<file path="config.mk">
export PLATFORM = sky130hd
export DESIGN_NAME = key_mode_ctrl
export DESIGN_NICKNAME = d
export VERILOG_FILES = /design/src/rtl/key_pkg.sv /design/src/rtl/key_edge_detect.sv /design/src/rtl/key_mode_ctrl.sv
export SDC_FILE = /design/constraint.sdc
export NUM_CORES = 1
export LEC_CHECK = 0
export CORE_AREA = 2 2 43 45
export CTS_BUF_LIST = sky130_fd_sc_hd__clkbuf_8
export DETAILED_ROUTE_END_ITERATION = 10
export DIE_AREA = 0 0 45 47
export GPL_ROUTABILITY_DRIVEN = 1
export PLACE_DENSITY_LB_ADDON = 0.3
export SLEW_MARGIN = 40
export SYNTH_ARGS = -nofsm -noshare
export SYNTH_HDL_FRONTEND = slang
export SYNTH_HIERARCHICAL = 1
export SYNTH_SLANG_ARGS = --single-unit
</file>
<file path="constraint.sdc">
create_clock -name clk -period 6 [get_ports clk]
set_clock_uncertainty 0.1 [all_clocks]
set_input_delay 1.5 -clock clk [delete_from_list [all_inputs] [get_ports clk]]
set_output_delay 1.5 -clock clk [all_outputs]
set_load 0.005 [all_outputs]
</file>
<file path="src/rtl/key_pkg.sv">
// Shared constants for the key-driven mode controller: key codes, the RUN mode
// value and the decoded command type.
package key_pkg;

    localparam int unsigned KEY_MODE    = 1;
    localparam int unsigned KEY_NEXT    = 2;
    localparam int unsigned KEY_INC     = 3;
    localparam int unsigned KEY_DEC     = 4;
    localparam int unsigned KEY_CONFIRM = 5;
    localparam int unsigned KEY_CANCEL  = 6;

    localparam int unsigned RUN_MODE = 0;

    typedef enum logic [2:0] {
        CMD_NONE,
        CMD_MODE,
        CMD_NEXT,
        CMD_INC,
        CMD_DEC,
        CMD_CONFIRM,
        CMD_CANCEL
    } key_cmd_e;

endpackage

</file>
<file path="src/rtl/key_edge_detect.sv">
// Rising-edge detector for the key-valid level. After reset it stays disarmed
// until the level has been seen low, so a key held through reset is not an event.
module key_edge_detect (
    input  logic clk,
    input  logic reset_n,
    input  logic level_i,
    output logic rise_o
);

    logic prev_q;
    logic armed_q;

    always_ff @(posedge clk) begin
        if (!reset_n) begin
            prev_q  <= 1'b0;
            armed_q <= 1'b0;
        end else begin
            prev_q  <= level_i;
            armed_q <= armed_q | ~level_i;
        end
    end

    assign rise_o = level_i & ~prev_q & armed_q;

endmodule

</file>
<file path="src/rtl/key_mode_ctrl.sv">
// Key-driven mode/field controller with registered single-cycle strobes.
// Optional edit-idle timeout enabled by defining KEY_MODE_TIMEOUT_EN.
module key_mode_ctrl
    import key_pkg::*;
#(
    parameter int CODE_W      = 4,
    parameter int N_MODES     = 3,
    parameter int N_FIELDS    = 3,
    parameter int TIMEOUT_CYC = 1000
) (
    input  logic                                        clk,
    input  logic                                        reset_n,
    input  logic                                        key_vaild,
    input  logic [CODE_W-1:0]                           key_code,
    output logic [$clog2(N_MODES)-1:0]                  mode,
    output logic [((N_FIELDS > 1) ? $clog2(N_FIELDS) : 1)-1:0] field,
    output logic                                        inc_pulse,
    output logic                                        dec_pulse,
    output logic                                        commit_pulse,
    output logic                                        cancel_pulse,
    output logic                                        timeout_pulse
);

    localparam int MODE_W  = $clog2(N_MODES);
    localparam int FIELD_W = (N_FIELDS > 1) ? $clog2(N_FIELDS) : 1;

    localparam logic [MODE_W-1:0]  RUN_M      = MODE_W'(RUN_MODE);
    localparam logic [MODE_W-1:0]  MODE_LAST  = MODE_W'(N_MODES - 1);
    localparam logic [FIELD_W-1:0] FIELD_LAST = FIELD_W'(N_FIELDS - 1);

    generate
        if (N_MODES < 2 || N_MODES > 16) begin : g_bad_modes
            $error("key_mode_ctrl: N_MODES must be 2..16");
        end
        if (N_FIELDS < 1 || N_FIELDS > 16) begin : g_bad_fields
            $error("key_mode_ctrl: N_FIELDS must be 1..16");
        end
        if (TIMEOUT_CYC < 2) begin : g_bad_timeout
            $error("key_mode_ctrl: TIMEOUT_CYC must be >= 2");
        end
    endgenerate

    logic     key_evt;
    key_cmd_e cmd;
    logic     in_edit;

    logic [MODE_W-1:0]  mode_q, mode_d;
    logic [FIELD_W-1:0] field_q, field_d;
    logic inc_q, inc_d, dec_q, dec_d;
    logic commit_q, commit_d, cancel_q, cancel_d;

    key_edge_detect u_edge (
        .clk     (clk),
        .reset_n (reset_n),
        .level_i (key_vaild),
        .rise_o  (key_evt)
    );

    // Only the event cycle's code matters; a held key decodes to nothing.
    always_comb begin
        cmd = CMD_NONE;
        if (key_evt) begin
            case (key_code)
                CODE_W'(KEY_MODE):    cmd = CMD_MODE;
                CODE_W'(KEY_NEXT):    cmd = CMD_NEXT;
                CODE_W'(KEY_INC):     cmd = CMD_INC;
                CODE_W'(KEY_DEC):     cmd = CMD_DEC;
                CODE_W'(KEY_CONFIRM): cmd = CMD_CONFIRM;
                CODE_W'(KEY_CANCEL):  cmd = CMD_CANCEL;
                default:              cmd = CMD_NONE;
            endcase
        end
    end

    assign in_edit = (mode_q != RUN_M);

`ifdef KEY_MODE_TIMEOUT_EN
    localparam int CNT_W = $clog2(TIMEOUT_CYC + 1);
    localparam logic [CNT_W-1:0] CNT_RELOAD = CNT_W'(TIMEOUT_CYC);

    logic [CNT_W-1:0] cnt_q, cnt_d;
    logic             tmo_q, tmo_d;
`endif

    always_comb begin
        mode_d   = mode_q;
        field_d  = field_q;
        inc_d    = 1'b0;
        dec_d    = 1'b0;
        commit_d = 1'b0;
        cancel_d = 1'b0;
        case (cmd)
            CMD_MODE: begin
                field_d = '0;
                mode_d  = (mode_q == MODE_LAST) ? RUN_M : mode_q + MODE_W'(1);
            end
            CMD_NEXT: begin
                if (in_edit) begin
                    field_d = (field_q == FIELD_LAST) ? '0 : field_q + FIELD_W'(1);
                end
            end
            CMD_INC:  inc_d = in_edit;
            CMD_DEC:  dec_d = in_edit;
            CMD_CONFIRM: begin
                if (in_edit) begin
                    commit_d = 1'b1;
                    mode_d   = RUN_M;
                    field_d  = '0;
                end
            end
            CMD_CANCEL: begin
                if (in_edit) begin
                    cancel_d = 1'b1;
                    mode_d   = RUN_M;
                    field_d  = '0;
                end
            end
            default: ;
        endcase
`ifdef KEY_MODE_TIMEOUT_EN
        // Any key event beats expiry; staying in (or entering) an edit mode reloads.
        tmo_d = 1'b0;
        cnt_d = cnt_q;
        if (key_evt) begin
            cnt_d = (mode_d != RUN_M) ? CNT_RELOAD : '0;
        end else if (!in_edit) begin
            cnt_d = '0;
        end else if (cnt_q <= CNT_W'(1)) begin
            tmo_d   = 1'b1;
            mode_d  = RUN_M;
            field_d = '0;
            cnt_d   = '0;
        end else begin
            cnt_d = cnt_q - CNT_W'(1);
        end
`endif
    end

    always_ff @(posedge clk) begin
        if (!reset_n) begin
            mode_q   <= RUN_M;
            field_q  <= '0;
            inc_q    <= 1'b0;
            dec_q    <= 1'b0;
            commit_q <= 1'b0;
            cancel_q <= 1'b0;
        end else begin
            mode_q   <= mode_d;
            field_q  <= field_d;
            inc_q    <= inc_d;
            dec_q    <= dec_d;
            commit_q <= commit_d;
            cancel_q <= cancel_d;
        end
    end

`ifdef KEY_MODE_TIMEOUT_EN
    always_ff @(posedge clk) begin
        if (!reset_n) begin
            cnt_q <= '0;
            tmo_q <= 1'b0;
        end else begin
            cnt_q <= cnt_d;
            tmo_q <= tmo_d;
        end
    end

    assign timeout_pulse = tmo_q;
`else
    assign timeout_pulse = 1'b0;
`endif

    assign mode         = mode_q;
    assign field        = field_q;
    assign inc_pulse    = inc_q;
    assign dec_pulse    = dec_q;
    assign commit_pulse = commit_q;
    assign cancel_pulse = cancel_q;

endmodule
</file>
==> results of run 1 <==
per-stage QoR:
stage | hold WS, ns | worst slack [ns] | cells | utilization | instance area [µm²]
finish | 0.348 | 2.39 | 87 | 0.398 | 658
global route | 0.380 | 2.16 | 87 | 0.398 | 658
CTS | 0.350 | 2.39 | 87 | 0.398 | 658
detailed placement | 0.343 | 2.16 | 84 | 0.373 | 617
global placement | 0.334 | 2.18 | 84 | 0.373 | 617
floorplan | 0.325 | 2.83 | 55 | - | 467
flip-flops by register name (all words and copies together), names as in the netlist:
name and count:
commit_pulse 1, mode 2, u_edge/prev_q 1, inc_pulse 1, field 2, cancel_pulse 1, dec_pulse 1, u_edge/armed_q 1
cell families after synthesis:
family                   after synthesis  synth area share
AO/OA/AOI/OAI                         11             0.164
XOR/XNOR                               1            0.0188
adder cells (fa/ha/maj)                1            0.0268
buffers and inverters                  5            0.0483
flip-flops                            10             0.429
other                                  1           0.00804
AND/OR/NAND/NOR                       26             0.306
per-layer routing:
layer | vias up | wire length [µm] | GRT usage
li1 | 221 | - | -
met1 | 178 | 436 | 0.127
met2 | 11 | 390 | 0.151
met3 | 2 | 75 | 0.0731
met4 | 0 | 7 | 0.0176
met5 | - | 0 | 0
tightest hold or removal path, delay by kind of cell, from the launching register on:
kind | cells | cell delay (ns)
AOI/OAI and AO/OA | 1 | 0.05
buffers and inverters | 1 | 0.05
DFF | 1 | 0.30
power breakdown:
group	internal, µW	switching [µW]
Sequential	67.6	0.378
Clock	43.6	22.5
Combinational	5.76	5.74
final cells by class:
class / instances / area [µm²]
sequential: 10 / 200
fill: 167 / 993
inverter: 3 / 11.3
timing repair buffer: 14 / 140
tap: 17 / 21.3
multi-input combinational: 40 / 244
clock buffer: 3 / 41.3
path summary, 6_finish.rpt:
kind	slack, ns	start	end	depth (start not counted)
max reg2reg	3.84	u_edge/armed_q	field[1]	8
min reg2reg	0.35	u_edge/armed_q	u_edge/armed_q	2
min	0.35	u_edge/armed_q	u_edge/armed_q	2
max	2.39	key_vaild	field[1]	9
cell usage after synthesis (all sizes together) (2+ instances only):
| cell | count |
|---|---|
| nor2 | 4 |
| dfxtp | 10 |
| inv | 3 |
| and3 | 2 |
| nor4 | 3 |
| nand2 | 9 |
| o21ai | 2 |
| o22ai | 2 |
| a21oi | 2 |
| nand3 | 2 |
| nor2b | 2 |
==> results_dict.tcl, run 1 <==
set metrics [dict create \
    cts_buffer_depth 2 \
    grt_pass1_vias 362 \
    synth_area_leaders "dfxtp_1 43%, nand2_1 7.2%, nor2_1 3.2%" \
    area_growth_pct 41.0 \
    ios 16 \
    max-cap-violations 0 \
    synth_top_cell_by_area "dfxtp_1" \
    synth_enable_flop_cells 0 \
    setup_tns_ns 0 \
    postCtsHoldBufs 0 \
    powerDensity_nw_per_um2 221 \
    cpMostUsedCell "nand2_1" \
    critical_path.max_fanout 5 \
    cp-start-kind "input port" \
    path_class "in2reg" \
    cp_slowest_cell "or4_4" \
    cts_sinks 10 \
    cts-root-buf "clkbuf_8" \
    synth.top_cell.area_share 0.429 \
    total_power_uw 146 \
    grt_usage 0.104 \
    period_share 0.602 \
    fmax_ghz 0.277 \
    synth_area_um2 467 \
    grt_max_degree 10 \
    routedWlPerCell_um 10.5 \
    final_cell_mix "14 x clkdlybuf4s50_1, 10 x dfxtp_1, 9 x nand2_1" \
    cp.required_ns 6.06 \
    vias 412 \
    core_area_um2 1650 \
    async_flop_share 0 \
    ys_warn_count 6 \
    outcome "complete, no violations" \
    final_hold_viol_count 0 \
    drc 0 \
    final_antenna_net_count 0 \
    ys_seq_area_frac 0.429 \
    clock_latency_ns 0.23 \
    layout.nets 80 \
    place.gp.congestion 0.719 \
    drv_slew 0 \
    yosysUniqueCellTypes 28 \
    postSynthCellCount 55 \
    start_util 0.283 \
    io_buffer_count 14 \
    grt_pass1_wl_mm 1.57 \
    ctsResizeCount 0 \
    crit_buf_inv 1 \
    path_cells "clkdlybuf4s50_1, nand2_1, nor2_1, nor2b_1, nand2_1, a21oi_1, ha_1, or4_4, o22ai_2" \
    vias_per_cell 4.74 \
    critPathTopFamily "simple AND/OR/NAND/NOR gates" \
    ys_ff_latch 10 \
    rsz0062_at_grt "no" \
    hold_class "reg2reg" \
    arrival_ns 3.67 \
    period_needed_ns 3.61 \
    rows 15 \
    hpwl_um 677 \
    critical_path.endpoint_type "flip-flop" \
    p_leak_uw 0.000231 \
    dr.pass1.iters 3 \
    layout_commonest_cell "clkdlybuf4s50_1" \
    postCtsSetupBuffers 0 \
    htreeDepth 1 \
    clk_pin_slew_worst_paths_ns 0.04 \
    cts_tree "built" \
    wl_um 910 \
    avgSynthCellArea_um2 8.49 \
    drtIter0Drc 6 \
    antenna_found_initial 0 \
    cpPeakStageDelay_ns 0.53 \
    die_w_um 45 \
    die_y_um 47 \
    vdd_drop_max_mv 0.167 \
    gr-total-overflow 0 \
    drive_above_1_share 0.100 \
    setup_violations 0 \
    numCtsBuffers 3 \
    synth-main-ff-cell "dfxtp_1" \
    num_antenna_cells 0 \
    syn-num-nets 63 \
    dieArea_um2 2120 \
]
Note: power is estimated with default switching activity, not from simulation.
==> run 2: changes to the inputs <==
==> constraint.sdc (replaced) <==
create_clock -name clk -period 3.3 [get_ports clk]
set_clock_uncertainty 0.1 [all_clocks]
set_input_delay 0.825 -clock clk [delete_from_list [all_inputs] [get_ports clk]]
set_output_delay 0.825 -clock clk [all_outputs]
set_load 0.005 [all_outputs]
==> run 2 against run 1 <==
Worst hold slack improved by 0.0071 ns. Combinational power increased by 83%. Global-route usage increased by 0.90 points. Worst setup slack got worse by 2.0 ns. Sequential share of layout area decreased by 0.62 points. Non-clock buffer count unchanged. Sequential cell count unchanged. Critical path type unchanged. Largest power group is now the clock network. Highest routed layer unchanged.
==> results_dict.tcl, run 2 (synthesis results as in run 1) <==
set metrics [dict create \
    outcome "complete, no violations" \
    rrSetupSlack_ns 1.14 \
    crit_path_start "key_vaild" \
    path_class "in2reg" \
    powerDensity_nw_per_um2 443 \
    num_antenna_cells 0 \
    setup_tns_ns 0 \
    wl_um 975 \
    p_leak_uw 0.000238 \
    cp.required_ns 3.37 \
    grt_pass1_vias 381 \
    period_share 0.885 \
    vias 422 \
    cts_buffer_depth 2 \
    dr.pass1.iters 4 \
    final_cell_mix "14 x clkdlybuf4s50_1, 10 x dfxtp_1, 9 x nand2_1" \
    whs_path_depth 2 \
    grt_max_degree 10 \
    final_antenna_net_count 0 \
    place.gp.congestion 0.772 \
    clock_latency_ns 0.24 \
    numCtsBuffers 3 \
    drive_above_1_share 0.113 \
    cts_sinks 10 \
    timing.rr.end "field[1]" \
    drc 0 \
    period_needed_ns 2.92 \
    postCtsHoldBufs 0 \
    hold_class "reg2reg" \
    rsz0062_at_grt "no" \
    hpwl_um 737 \
    clk_pin_slew_worst_paths_ns 0.05 \
    drtIter0Drc 4 \
    critical_path.max_fanout 5 \
    hold_slack_ns 0.355 \
    ios 16 \
    worstReg2RegStart "u_edge/armed_q" \
    fmax_ghz 0.342 \
    drv_slew 0 \
    arrival_ns 2.99 \
    layout_commonest_cell "clkdlybuf4s50_1" \
    layout.nets 80 \
    endpoint "field[1]" \
    final_hold_viol_count 0 \
    antenna_found_initial 0 \
    die_w_um 45 \
    vdd_drop_max_mv 0.251 \
    start_util 0.283 \
    routedWlPerCell_um 11.1 \
    die_y_um 47 \
    htreeDepth 1 \
    grt_pass1_wl_mm 1.61 \
    dp.cells 84 \
    setup_violations 0 \
    critical_path.endpoint_type "flip-flop" \
    fin_cells 88 \
    max-cap-violations 0 \
    r2r.worst_path.cells 8 \
    cp-start-kind "input port" \
    vias_per_cell 4.80 \
    postCtsSetupBuffers 0 \
    area_growth_pct 44.0 \
    ctsResizeCount 0 \
    cts_tree "built" \
    io_buffer_count 14 \
    rows 15 \
    dieArea_um2 2120 \
    cts-root-buf "clkbuf_8" \
    grt_usage 0.113 \
    core_area_um2 1650 \
    gr-total-overflow 0 \
]
==> run 2: worst min path at each step <==
stage,from,to,slack [ns]
floorplan,u_edge/armed_q,u_edge/armed_q,0.32
finish,u_edge/armed_q,u_edge/armed_q,0.36
detailed placement,u_edge/armed_q,u_edge/armed_q,0.35
CTS,u_edge/armed_q,u_edge/armed_q,0.36
global placement,u_edge/armed_q,u_edge/armed_q,0.33
global route,u_edge/armed_q,u_edge/armed_q,0.37
==> run 2: final cells by class <==
class | count | area (µm²)
inverter | 3 | 11.3
multi-input combinational | 40 | 244
timing repair buffer | 14 | 140
clock buffer | 4 | 55.1
tap | 17 | 21.3
fill | 170 | 980
sequential | 10 | 200
==> run 2: power breakdown <==
| part | internal, µW | switching (µW) | total [µW] |
|---|---|---|---|
| Sequential | 123 | 0.702 | 123 |
| Clock | 105 | 48.7 | 154 |
| Combinational | 10.5 | 10.5 | 21.0 |
| Total | 238 | 59.9 | 298 |
==> run 2: per-stage QoR <==
step / setup slack, ns / util / power (µW) / area, µm²
finish: 0.379 / 0.407 / 298 / 672
global route: 0.221 / 0.407 / 310 / 672
CTS: 0.374 / 0.407 / 302 / 672
detailed placement: 0.145 / 0.373 / 147 / 617
global placement: 0.172 / 0.373 / 147 / 617
floorplan: 0.804 / - / 136 / 467
==> run 2: per-layer routing <==
layer,wire (µm),up-vias,track usage,share of wire
met5,0,-,0,0
met3,70,3,0.0577,0.072
met4,17,0,0.0706,0.017
met1,465,184,0.133,0.48
met2,422,14,0.163,0.43
li1,-,221,-,-
==> run 2: critical path: stages <==
cell	delay (ns)
clkdlybuf4s50_1	0.49
nand2_1	0.06
nor2_1	0.11
nor2b_1	0.31
nand2_1	0.13
a21oi_1	0.14
ha_1	0.26
or4_4	0.53
o22ai_2	0.14
==> run 3: changes to the inputs <==
--- a/config.mk
+++ b/config.mk
@@ -7,6 +7,7 @@
 export LEC_CHECK = 0
 export CORE_AREA = 2 2 43 45
 export CTS_BUF_LIST = sky130_fd_sc_hd__clkbuf_8
+export CTS_CLUSTER_SIZE = 30
 export DETAILED_ROUTE_END_ITERATION = 10
 export DIE_AREA = 0 0 45 47
 export GPL_ROUTABILITY_DRIVEN = 1
==> results of run 3 <==
No change in the layout: final DEF, timing and power equal those of run 2.
